## config.mk

```make
export PLATFORM = sky130hd
export DESIGN_NAME = alu_share_arbiter
export DESIGN_NICKNAME = d
export VERILOG_FILES = /design/src/rtl/alu_share_arbiter.sv
export SDC_FILE = /design/constraint.sdc
export NUM_CORES = 1
export LEC_CHECK = 0
export BUFFER_PORTS_ARGS = -buffer_cell sky130_fd_sc_hd__buf_2
export CORE_UTILIZATION = 30
export DETAILED_ROUTE_END_ITERATION = 8
export SKIP_CTS_REPAIR_TIMING = 1
export SYNTH_ARGS = -nofsm -noshare
export SYNTH_HDL_FRONTEND = slang
export SYNTH_SLANG_ARGS = --single-unit
```

## constraint.sdc

```tcl
create_clock -name clk -period 1.7 [get_ports clk]
set_input_delay 0.085 -clock clk [delete_from_list [all_inputs] [get_ports clk]]
set_output_delay 0.085 -clock clk [all_outputs]
set_load 0.03 [all_outputs]
```

## src/rtl/alu_share_arbiter.sv

```systemverilog
// Shares one EX-stage ALU between the main pipeline (port 0) and the branch-compare unit (port 1).
// Fixed priority to port 0, a starvation counter that forces a port-1 grant, and a two-stage issue/result path.
module alu_share_arbiter #(
    parameter int XLEN         = 32,
    parameter int STARVE_LIMIT = 4
) (
    input  logic            clk,
    input  logic            rst_n,
    input  logic            p0_valid,
    output logic            p0_ready,
    input  logic [3:0]      p0_ctrl,
    input  logic [XLEN-1:0] p0_a,
    input  logic [XLEN-1:0] p0_b,
    input  logic            p1_valid,
    output logic            p1_ready,
    input  logic [3:0]      p1_ctrl,
    input  logic [XLEN-1:0] p1_a,
    input  logic [XLEN-1:0] p1_b,
    input  logic            flush,
    output logic [3:0]      alu_ctrl,
    output logic [XLEN-1:0] alu_a,
    output logic [XLEN-1:0] alu_b,
    input  logic [XLEN-1:0] alu_result,
    output logic            p0_resp_valid,
    output logic            p1_resp_valid,
    output logic [XLEN-1:0] resp_data,
    output logic            resp_zero
);

    localparam logic [3:0] LIMIT = 4'(STARVE_LIMIT);

    logic [3:0]      starve_q, starve_d;
    logic            iss_valid_q, iss_valid_d;
    logic            iss_owner_q, iss_owner_d;
    logic [3:0]      alu_ctrl_q, alu_ctrl_d;
    logic [XLEN-1:0] alu_a_q, alu_a_d;
    logic [XLEN-1:0] alu_b_q, alu_b_d;
    logic            p0_resp_valid_q, p0_resp_valid_d;
    logic            p1_resp_valid_q, p1_resp_valid_d;
    logic [XLEN-1:0] resp_data_q, resp_data_d;
    logic            resp_zero_q, resp_zero_d;
    logic            p0_req;
    logic            res_keep;

    // A flushing cycle withdraws port 0 from arbitration, so a waiting port-1 request wins.
    always_comb begin
        p0_req   = p0_valid & ~flush;
        p1_ready = rst_n & p1_valid & (~p0_req | (starve_q == LIMIT));
        p0_ready = rst_n & p0_req & ~p1_ready;
    end

    always_comb begin
        starve_d = 4'd0;
        if (p1_valid && !p1_ready) begin
            starve_d = (starve_q == LIMIT) ? starve_q : starve_q + 4'd1;
        end
    end

    // Operand registers only load on a grant so the ALU inputs stay quiet when idle.
    always_comb begin
        iss_valid_d = p0_ready | p1_ready;
        iss_owner_d = p1_ready;
        alu_ctrl_d  = alu_ctrl_q;
        alu_a_d     = alu_a_q;
        alu_b_d     = alu_b_q;
        if (p1_ready) begin
            alu_ctrl_d = p1_ctrl;
            alu_a_d    = p1_a;
            alu_b_d    = p1_b;
        end else if (p0_ready) begin
            alu_ctrl_d = p0_ctrl;
            alu_a_d    = p0_a;
            alu_b_d    = p0_b;
        end
    end

    // A port-0 op sitting in the issue stage during a flush never reaches the result stage.
    always_comb begin
        res_keep        = iss_valid_q & ~(flush & ~iss_owner_q);
        p0_resp_valid_d = res_keep & ~iss_owner_q;
        p1_resp_valid_d = res_keep & iss_owner_q;
        resp_data_d     = resp_data_q;
        resp_zero_d     = resp_zero_q;
        if (res_keep) begin
            resp_data_d = alu_result;
            resp_zero_d = (alu_result == '0);
        end
    end

    always_ff @(posedge clk or negedge rst_n) begin
        if (!rst_n) begin
            starve_q        <= 4'd0;
            iss_valid_q     <= 1'b0;
            iss_owner_q     <= 1'b0;
            alu_ctrl_q      <= 4'b0000;
            alu_a_q         <= '0;
            alu_b_q         <= '0;
            p0_resp_valid_q <= 1'b0;
            p1_resp_valid_q <= 1'b0;
            resp_data_q     <= '0;
            resp_zero_q     <= 1'b0;
        end else begin
            starve_q        <= starve_d;
            iss_valid_q     <= iss_valid_d;
            iss_owner_q     <= iss_owner_d;
            alu_ctrl_q      <= alu_ctrl_d;
            alu_a_q         <= alu_a_d;
            alu_b_q         <= alu_b_d;
            p0_resp_valid_q <= p0_resp_valid_d;
            p1_resp_valid_q <= p1_resp_valid_d;
            resp_data_q     <= resp_data_d;
            resp_zero_q     <= resp_zero_d;
        end
    end

    assign alu_ctrl      = alu_ctrl_q;
    assign alu_a         = alu_a_q;
    assign alu_b         = alu_b_q;
    assign p0_resp_valid = p0_resp_valid_q;
    assign p1_resp_valid = p1_resp_valid_q;
    assign resp_data     = resp_data_q;
    assign resp_zero     = resp_zero_q;

endmodule

```

==> summary.txt, run 1 <==
Outcome
  – Status: finished, violations left
  – Violated checks: setup timing

Setup path
  – CP top delay family: flip-flops
  – Cell mode on critical path: inv_2
  – CP required: 1.62 ns
  – Critical path arrival: approximately 1.7 ns
  – Crit. End Element: output pin
  – Crit path launch type: register
  – Worst path cell trace: inv_2 > ha_4 > and3b_2 > o211ai_4 > inv_2 > buf_6
  – Critical path buffers and inverters: 3
  – Crit path max-delay cell type: dfrtp_1
  – Critical path class: reg -> out
  – CP peak stage delay: roughly 0.37 ns
  – Critical-path maximum fanout: 4

Clock tree
  – CTS Buf Count: 9
  – # H-tree levels: 3
  – CTS Buffer Depth: 2
  – CTS tree: built
  – Clock Pin Slew Worst Setup and Hold Paths: ~0.07 ns
  – Clock latency on the worst-skew pair: about 0.35 ns
  – CTS root buf: clkbuf_16
  – CTS Sinks: roughly 110

Die
  – Rows: 45
  – Core area: 15300 sq um
  – Die area: roughly 16000 sq um
  – Starting Density: between 30% and 40%
  – Die span in x: around 130 um
  – I/O Pins: around 280
  – Die height: between 100 and 150 um

Layout
  – Final non-filler cell area: 7290 sq um
  – Commonest non-fill, non-tap cell in the layout: buf_2
  – ANT cells: 0
  – Share of layout cells above drive strength 1: 62.7%
  – Fin nets: around 850
  – Core Util, Final: approximately 48%
  – Most frequent cells in the layout: 274 x buf_2, 109 x dfrtp_1, 65 x or3_1, 65 x o221a_2, 44 x dlygate4sd3_1
  – Area grow syn2layout: 53.8%

Yosys
  – Syn avg cell area: between 10 and 15 sq um
  – Post-synth ARST share: 100%
  – YS warnings: 0
  – Sequential area share after synthesis: a little under three fifths
  – Syn Inst Count: roughly 350
  – Largest family of logic cells by synthesized area: compound AO/OA/AOI/OAI gates
  – Post-synthesis register bit count: 109
  – Post-Syn Area: 4740 sq um
  – Top_reg_cell synth: dfrtp_1
  – Xor/xnor share of the synthesized area: less than 1%
  – Netlist cell types: 31
  – Adder-cell share of the synthesized area: less than 1%
  – Simple-gate share of the synthesized area: roughly an eighth
  – Multiplexer share of the synthesized area: under 10%
  – Syn nets: roughly 530
  – Post-synth EDFFs: 0
  – Synth Area in Compound Gates: ~17%

Placed design
  – Placer Congestion: 0.726
  – Port Buffers: around 280
  – DP Area: approximately 6400 sq um
  – Dpl hpwl: between 10 and 15 mm

STA
  – RSZ-0062 raised after global routing: yes
  – Final worst slack: -0.0441 ns
  – Final setup viols: 1
  – Max-slew violations: 0
  – Final period util: 103%
  – Hold Fails Final Rpt: 0
  – Max_slew headroom: about 33%
  – Worst setup skew after layout: about 0.0067 ns
  – Setup TNS: -0.0441 ns
  – Crit path time final: about 1.7 ns
  – Worst-Margin Slew: a little over 1 ns
  – WHS: roughly 0.008 ns
  – Max frequency: around 0.57 GHz

Global routing
  – Initial antenna violation count: 0
  – Met3 usage: roughly 3.9%
  – First-pass GRT wire length: 21.4 mm
  – GRT met1 Usage: ~20%
  – Largest net degree at the start of global routing: between 80 and 90
  – Congestion Overflow GR: 0
  – Gr busiest metal: met2
  – Gr usage total: 16.8%
  – Met2 Use GR: 30.2%
  – Vias in the first global route: about 4300

Detailed routing
  – Starting DRC count in detailed routing: 201
  – Routed WL: about 15 mm
  – DRT Pass-1 Iters: 6
  – Via count: 4349
  – Residual DRC: 0
  – WL/cell: 16.5 um
  – ANT nets after route: 0
  – Vias per cell: just under 5

Hold path
  – HP Class: in -> reg

Pwr
  – VDD IR-drop max: between 400 and 500 uV
  – Leakage Power: 3.33 nW
  – Overall power: roughly 0.0076 W
  – Pwr dens: ~1000 nW/um^2

Flow run
  – Maxcap violations: 0
[cells in the mapped netlist, types with 2 or more instances]
| master | n | area share, % |
|---|---|---|
| nand3b_1 | 2 | 0.32 |
| dfrtp_1 | 109 | 58 |
| mux2i_1 | 2 | 0.42 |
| xnor2_1 | 2 | 0.37 |
| nand2b_1 | 2 | 0.26 |
| ha_1 | 2 | 0.53 |
| o221a_2 | 66 | 16 |
| inv_1 | 5 | 0.40 |
| o221a_1 | 2 | 0.47 |
| nor4_1 | 8 | 1.1 |
| nand4_1 | 2 | 0.26 |
| clkbuf_1 | 14 | 1.1 |
| mux2_2 | 32 | 7.6 |
| or3_1 | 68 | 9.0 |
| nor3_1 | 3 | 0.32 |
| clkbuf_2 | 2 | 0.21 |
| buf_2 | 12 | 1.3 |
| nor2_1 | 3 | 0.24 |
| buf_6 | 3 | 0.71 |
[per-layer routing]
layer / share of wire, % / wire length [um]
met3: 5.8 / 853
met2: 52 / 7560
met4: 1.8 / 271
met5: 0 / 0
met1: 41 / 5970
[cells by family after synthesis]
family,count (synthesis)
compound gates,74
xor+xnor,2
fa+ha+maj,2
buf+inv,37
flops,109
mux,34
simple gates,93
[path summary, 6_finish.rpt]
path / depth (start not counted) / slack, ns / to / from
worst min-delay path: 2 / 0.008 / resp_data[12] / alu_result[12]
worst min register to register: 1 / 0.45 / p0_resp_valid / iss_owner_q
min in group asynchronous: 3 / 0.40 / starve_q[2] / rst_n
worst max-delay path: 6 / -0.04 / p1_ready / starve_q[1]
worst max register to register: 7 / 0.04 / alu_a[16] / starve_q[1]
max in group asynchronous: 3 / 0.39 / alu_a[11] / rst_n
[report_power, final]
part           switching, W  internal, W  leakage [nW]
clock network       0.00104      0.00104         0.138
logic               0.00138     0.000917          1.95
registers          0.000220      0.00300          1.24
total               0.00264      0.00495          3.33
[flip-flops by register name, indices dropped and copies added (netlist names)]
name and flops:
p0_resp_valid 1, p1_resp_valid 1, iss_valid_q 1, alu_ctrl 4, resp_zero 1, iss_owner_q 1
alu_a 32, resp_data 32, starve_q 4, alu_b 32
[per-stage QoR]
step / worst slack (ns) / cells
after floorplan: 0.0208 / 351
after global placement: 0.0515 / 821
after detailed placement: 0.00685 / 821
after CTS: -0.274 / 837
after global routing: -0.104 / 889
final: -0.0441 / 889
[cell type report]
type	count	area [sq um]
Inverter	5	18.8
Timing Repair Buffer	343	2110
Multi-Input combinational cell	205	1880
Clock buffer	9	225
Clock inverter	7	66.3
Sequential cell	109	2730
Tap cell	211	264
Fill cell	1427	8020
No activity file was read; power rests on OpenSTA's default activity.
==> inputs of run 2 (changes only) <==
CELL_PAD_IN_SITES_DETAIL_PLACEMENT = 0   (was unset)
CELL_PAD_IN_SITES_GLOBAL_PLACEMENT = 1   (was unset)
PLACE_DENSITY_LB_ADDON = 0.1   (was unset)
==> run 2 against run 1 <==
- register-to-register slack lost 0.06 ns
- sequential cell count is the same
- clock power shrank 7%
- maximum frequency grew 1.3%
- sequential share of layout area grew 0.71 points
- die area is the same
- via count shrank 3.3%
- the flow finishes with violations (hold timing, setup timing)
==> summary.txt, run 2 (synthesis gave the netlist of run 1 again) <==
Outcome
  – Status: finished, violations left
  – Violated checks: hold timing, setup timing

Hold path
  – Number of cells on the worst hold path: 2
  – Hold Crit Endpoint: resp_data[3]
  – HP Start: alu_result[3]
  – HP Class: in -> reg

Pwr
  – Leakage Power: between 3 and 4 nW
  – Pwr dens: around 1000 nW/um^2
  – VDD IR-drop max: ~500 uV
  – Overall power: 0.00743 W

Detailed routing
  – ANT nets after route: 0
  – Starting DRC count in detailed routing: 150
  – Residual DRC: 0
  – DRT Pass-1 Iters: 4
  – Routed WL: between 10 and 15 mm
  – Vias per cell: between 4 and 5
  – WL/cell: around 17 um
  – Via count: about 4200

Setup path
  – Critical-path maximum fanout: 17
  – Crit path launch type: register
  – RR Startpoint: starve_q[0]
  – Crit. End Element: register
  – Reg2Reg Depth: 7
  – CP required: between 1.5 and 2 ns
  – Critical path class: reg -> reg
  – RR Endpoint: alu_b[17]
  – Critical path arrival: ~1.9 ns
  – R2r setup slk: -0.02 ns

STA
  – WHS: -0.00409 ns
  – Crit path time final: between 1.5 and 2 ns
  – Max-slew violations: 0
  – Max_slew headroom: between 30% and 40%
  – Final setup viols: 18
  – Final worst slack: -0.0219 ns
  – Final period util: 101%
  – Max frequency: 0.581 GHz
  – RSZ-0062 raised after global routing: yes
  – Setup TNS: -0.143 ns
  – Hold Fails Final Rpt: 1
  – Worst-Margin Slew: 0.939 ns
  – Worst setup skew after layout: 0.00660 ns

Clock tree
  – Clock Pin Slew Worst Setup and Hold Paths: around 0.07 ns
  – # H-tree levels: 3
  – CTS Buf Count: 9
  – CTS Buffer Depth: 2
  – CTS tree: built
  – Clock latency on the worst-skew pair: ~0.34 ns
  – CTS Sinks: ~110
  – CTS root buf: clkbuf_16

Layout
  – Area grow syn2layout: 50.9%
  – Commonest non-fill, non-tap cell in the layout: buf_2
  – Filler cells: approximately 1500
  – ANT cells: 0
  – Fin nets: 840
  – Core Util, Final: 46.7%
  – Share of layout cells above drive strength 1: 63.1%
  – Most frequent cells in the layout: 274 x buf_2, 109 x dfrtp_1, 67 x or3_1, 66 x o221a_2, 32 x mux2_2
  – Finished Layout Cells: about 880

Global routing
  – Gr usage total: between 15 and 20%
  – Largest net degree at the start of global routing: 73
  – Initial antenna violation count: 0
  – Congestion Overflow GR: 0
  – Vias in the first global route: between 4000 and 5000
  – First-pass GRT wire length: about 22 mm

Placed design
  – Placed insts: 822
  – Port Buffers: between 200 and 300
  – Dpl hpwl: slightly above 10 mm
  – Placer Congestion: about 0.79

Die
  – Rows: 45
  – Die area: ~16000 sq um
  – Starting Density: 31.0%
  – Core area: about 15000 sq um
  – Die height: 128 um
  – Die span in x: 128 um
  – I/O Pins: approximately 280

Flow run
  – Maxcap violations: 0
==> run 2: power breakdown <==
group | switching, W | internal, W | total, W
sequential | 0.000216 | 0.00300 | 0.00322
combinational | 0.00139 | 0.000907 | 0.00229
clock | 0.000924 | 0.000998 | 0.00192
==> run 2: routing by layer <==
layer	GRT usage (%)	routed length (um)	part of all wire, %	vias to the layer above
li1	-	-	-	2006
met1	23.0	6640	45	2012
met3	3.92	968	6.5	14
met5	0	0	0	-
met4	4.78	210	1.4	0
met2	28.3	7050	47	173
==> run 2: stage by stage <==
step	setup WS, ns	instance area, sq um
final	-0.0219	7160
after global routing	-0.0735	7160
after CTS	-0.208	6680
after detailed placement	-0.0400	6410
after global placement	0.0210	6410
after floorplan	0.0208	4740
==> run 2: critical path: stages (launching register included) <==
cell	delay (ns)
dfrtp_1	0.39
inv_2	0.07
ha_4	0.16
and4b_4	0.20
buf_6	0.14
buf_12	0.15
or3_1	0.35
o221a_2	0.13
==> run 2: layout make-up <==
| cell class | count | area, sq um | share of cell area [%] |
|---|---|---|---|
| tap | 211 | 264 | 3.69 |
| multi-input combinational | 205 | 1860 | 25.9 |
| timing repair buffer | 335 | 2030 | 28.3 |
| inverter | 5 | 18.8 | 0.262 |
| sequential | 109 | 2730 | 38.1 |
| clock buffer | 13 | 240 | 3.36 |
| clock inverter | 3 | 22.5 | 0.315 |
==> run 2: how the worst max path moves through the flow <==
stage,start,end,depth (start not counted)
after floorplan,starve_q[0],iss_owner_q,7
after global placement,starve_q[0],alu_b[3],6
after detailed placement,starve_q[0],alu_b[28],6
after CTS,starve_q[0],p1_ready,6
after global routing,starve_q[0],alu_a[11],7
final,starve_q[0],alu_b[17],7
==> inputs of run 3 (changes only) <==
CORE_UTILIZATION = 31   (was 30)
CTS_BUF_LIST = sky130_fd_sc_hd__clkbuf_4   (was unset)
==> run 3 against run 2 <==
- the run now fails in global routing (5_1_grt)
- synthesized cell count unchanged
- synthesized area unchanged
==> summary.txt, run 3 <==
Outcome
  – Status: stopped before the end
  – Failed at: global routing (5_1_grt)
  – Log Error: [ERROR RSZ-0060] Max buffer count reached.

Die
  – I/O Pins: 278
  – Die span in x: approximately 130 um
  – Starting Density: 32.1%
  – Die height: roughly 130 um
  – Rows: 44

Clock tree
  – # H-tree levels: 3
  – CTS root buf: clkbuf_4
  – CTS Buffer Depth: 2
  – CTS Buf Count: 9
  – CTS Sinks: 109

Yosys
  – Sequential area share after synthesis: a little under three fifths
  – Syn nets: 526
  – Post-Syn Area: between 4000 and 5000 sq um
  – Most area-consuming cells after synthesis: dfrtp_1 58%, o221a_2 16%, or3_1 9.0%, mux2_2 7.6%, buf_2 1.3%
  – Syn avg cell area: ~14 sq um
  – Most instantiated cells after synthesis: 109 x dfrtp_1, 68 x or3_1, 66 x o221a_2
  – Yosys top cell area share: between 50% and 60%
  – Top-count cell post-synth: dfrtp_1
  – Netlist cell types: 31
  – Syn Inst Count: roughly 350
  – Top_reg_cell synth: dfrtp_1
  – Post-synth EDFFs: 0
  – YS warnings: 0
  – Synth area leader: dfrtp_1
  – Post-synth ARST share: between 90% and 100%
  – Post-synthesis register bit count: 109

STA
  – Post-GRT worst EP: p1_ready
  – Worst ep type: output port

Placed design
  – Port Buffers: between 200 and 300
  – Dpl hpwl: between 10 and 15 mm
  – DP Area: 6380 sq um
  – Placer Congestion: about 0.75

Global routing
  – Largest net degree at the start of global routing: 79
==> run 3: cell counts after synthesis <==
Identical to the previous run, type by type.
==> run 3: logic make-up after synthesis <==
| kind of cell | synth area share (%) |
|---|---|
| AOI/OAI and AO/OA | 17.4 |
| xor gates and xnor gates | 0.369 |
| adders and majority gates | 0.528 |
| buffers and inverters | 3.85 |
| DFF | 57.5 |
| muxes | 8.02 |
| and+or+nand+nor | 12.3 |
==> run 3: through the flow <==
step,worst slack [ns],instances
after floorplan,0.0208,351
after global placement,0.0393,795
after detailed placement,0.00104,795
after CTS,-0.378,809
==> inputs of run 4 (changes only) <==
CELL_PAD_IN_SITES_DETAIL_PLACEMENT = unset   (was 0)
CELL_PAD_IN_SITES_GLOBAL_PLACEMENT = unset   (was 1)
CORE_UTILIZATION = 40   (was 31)
CTS_BUF_LIST = unset   (was sky130_fd_sc_hd__clkbuf_4)
PLACE_DENSITY_LB_ADDON = 0.15   (was 0.1)
clock period = 2.2 ns   (was 1.7 ns; I/O delays follow)
==> run 4 against run 3 <==
- the run now ends clean
==> summary.txt, run 4 (synthesis gave the netlist of run 1 again) <==
Clock tree
  – CTS Buffer Depth: 2
  – # H-tree levels: 3
  – Clock Pin Slew Worst Setup and Hold Paths: around 0.070 ns
  – CTS tree: built
  – Clock latency on the worst-skew pair: ~0.34 ns
  – CTS Sinks: ~110
  – CTS root buf: clkbuf_16
  – CTS Buf Count: 9

Layout
  – Commonest non-fill, non-tap cell in the layout: buf_2
  – Area of the multi-input gates: around 1800 sq um
  – ANT cells: 0
  – Most frequent cells in the layout: 276 x buf_2, 109 x dfrtp_1, 68 x or3_1, 66 x o221a_2, 32 x mux2_2
  – Filler cells: 1002
  – Fin nets: 794
  – Share of layout cells above drive strength 1: about two thirds
  – Reg area: ~2700 sq um
  – Area grow syn2layout: 39.1%

Detailed routing
  – Routed WL: 13.3 mm
  – Residual DRC: 0
  – Via count: 4038
  – Starting DRC count in detailed routing: between 200 and 300
  – Vias per cell: approximately 5.3
  – WL/cell: 17.3 um
  – ANT nets after route: 0
  – DRT Pass-1 Iters: 4

STA
  – Worst setup skew after layout: between 0.008 and 0.009 ns
  – Final setup viols: 0
  – Hold Fails Final Rpt: 0
  – Setup TNS: 0 ns
  – Crit path time final: 2.11 ns
  – Max_slew headroom: roughly two fifths
  – Worst-Margin Slew: just over 0.9 ns
  – Max frequency: 0.474 GHz
  – RSZ-0062 raised after global routing: no
  – Max-slew violations: 0
  – Final period util: between 90 and 100%

Setup path
  – R2r setup slk: approximately 0.43 ns
  – Crit path max-delay cell type: dfrtp_1
  – CP startpoint: starve_q[0]
  – RR Endpoint: alu_b[15]
  – Cell mode on critical path: inv_1
  – Critical-path maximum fanout: 24
  – Critical path buffers and inverters: 4
  – Critical Path End: p1_ready
  – Critical path arrival: 2.00 ns
  – RR Startpoint: starve_q[0]
  – Critical path class: reg -> out
  – CP required: 2.09 ns
  – Reg2Reg Depth: 6
  – Crit. End Element: output pin
  – Crit. path cell count: 7
  – Crit path launch type: register
  – CP peak stage delay: about 0.37 ns
  – Worst path cell trace: inv_1 > ha_1 > and3b_2 > o211ai_4 > buf_12 > inv_1 > buf_2
  – CP top delay family: buffers and inverters

Die
  – Rows: 39
  – Die span in x: ~110 um
  – I/O Pins: between 200 and 300
  – Core area: around 11000 sq um
  – Die area: 12300 sq um
  – Starting Density: between 40% and 50%
  – Die height: about 110 um

Pwr
  – Pwr dens: 885 nW/um^2
  – Overall power: 0.00583 W
  – Leakage Power: ~3.1 nW
  – VDD IR-drop max: ~500 uV

Placed design
  – Dpl hpwl: 9.95 mm
  – Port Buffers: 277
  – Placer Congestion: 0.792

Global routing
  – Vias in the first global route: 4144
  – Gr usage total: between 20% and 30%
  – Largest net degree at the start of global routing: 74
  – Initial antenna violation count: 0
  – First-pass GRT wire length: ~21 mm
  – Congestion Overflow GR: 0

Outcome
  – Status: finished, final reports clean

Flow run
  – Maxcap violations: 0

Hold path
  – HP Class: in -> reg
==> run 4: metrics by stage <==
stage | std cells | cell area [sq um] | hold WS [ns] | worst slack [ns] | util [%]
after detailed placement | 750 | 6260 | 0.244 | 0.330 | 54.6
after global routing | 767 | 6600 | 0.0115 | 0.000131 | 57.5
final | 767 | 6600 | 0.0119 | 0.0908 | 57.5
after global placement | 750 | 6260 | 0.238 | 0.383 | 54.6
after CTS | 766 | 6570 | -0.124 | -0.0441 | 57.3
after floorplan | 351 | 4740 | -0.186 | 0.521 | -
==> run 4: how the worst min path moves through the flow <==
stage,startpoint,end,slack [ns],cells after the start
2_1_floorplan,rst_n,alu_a[0],-0.19,0
3_3_place_gp,rst_n,starve_q[2],0.24,2
3_5_place_dp,rst_n,starve_q[3],0.24,2
4_1_cts,rst_n,alu_b[3],-0.12,2
5_1_grt,alu_result[6],resp_data[6],0.01,2
6_report,alu_result[26],resp_data[26],0.01,2
==> run 4: area by class of cell <==
cell class	count	area share (%)
Inverter	5	0.285
Multi-Input combinational cell	205	27.9
Clock buffer	10	3.62
Tap cell	143	2.71
Clock inverter	6	1.10
Sequential cell	109	41.4
Timing Repair Buffer	289	23.0
==> run 4: worst reg2reg max path: cells and delay by family (launching register included) <==
kind | cells | cell delay (ns)
and+or+nand+nor | 2 | 0.61
DFF | 1 | 0.37
buffers and inverters | 2 | 0.31
adders and majority gates | 1 | 0.24
AOI/OAI and AO/OA | 1 | 0.13
==> run 4: power by group <==
group	switching (W)	internal (W)	leakage, nW
Clock	0.000738	0.000922	0.149
Sequential	0.000173	0.00232	1.24
Combinational	0.00105	0.000639	1.69
==> run 4: per-layer routing <==
| layer | global-route usage [%] | vias up | routed length, um |
|---|---|---|---|
| met5 | 0 | - | 0 |
| met1 | 27.7 | 1915 | 5640 |
| met4 | 8.62 | 0 | 261 |
| met3 | 3.94 | 20 | 827 |
| li1 | - | 1909 | - |
| met2 | 38.1 | 194 | 6580 |
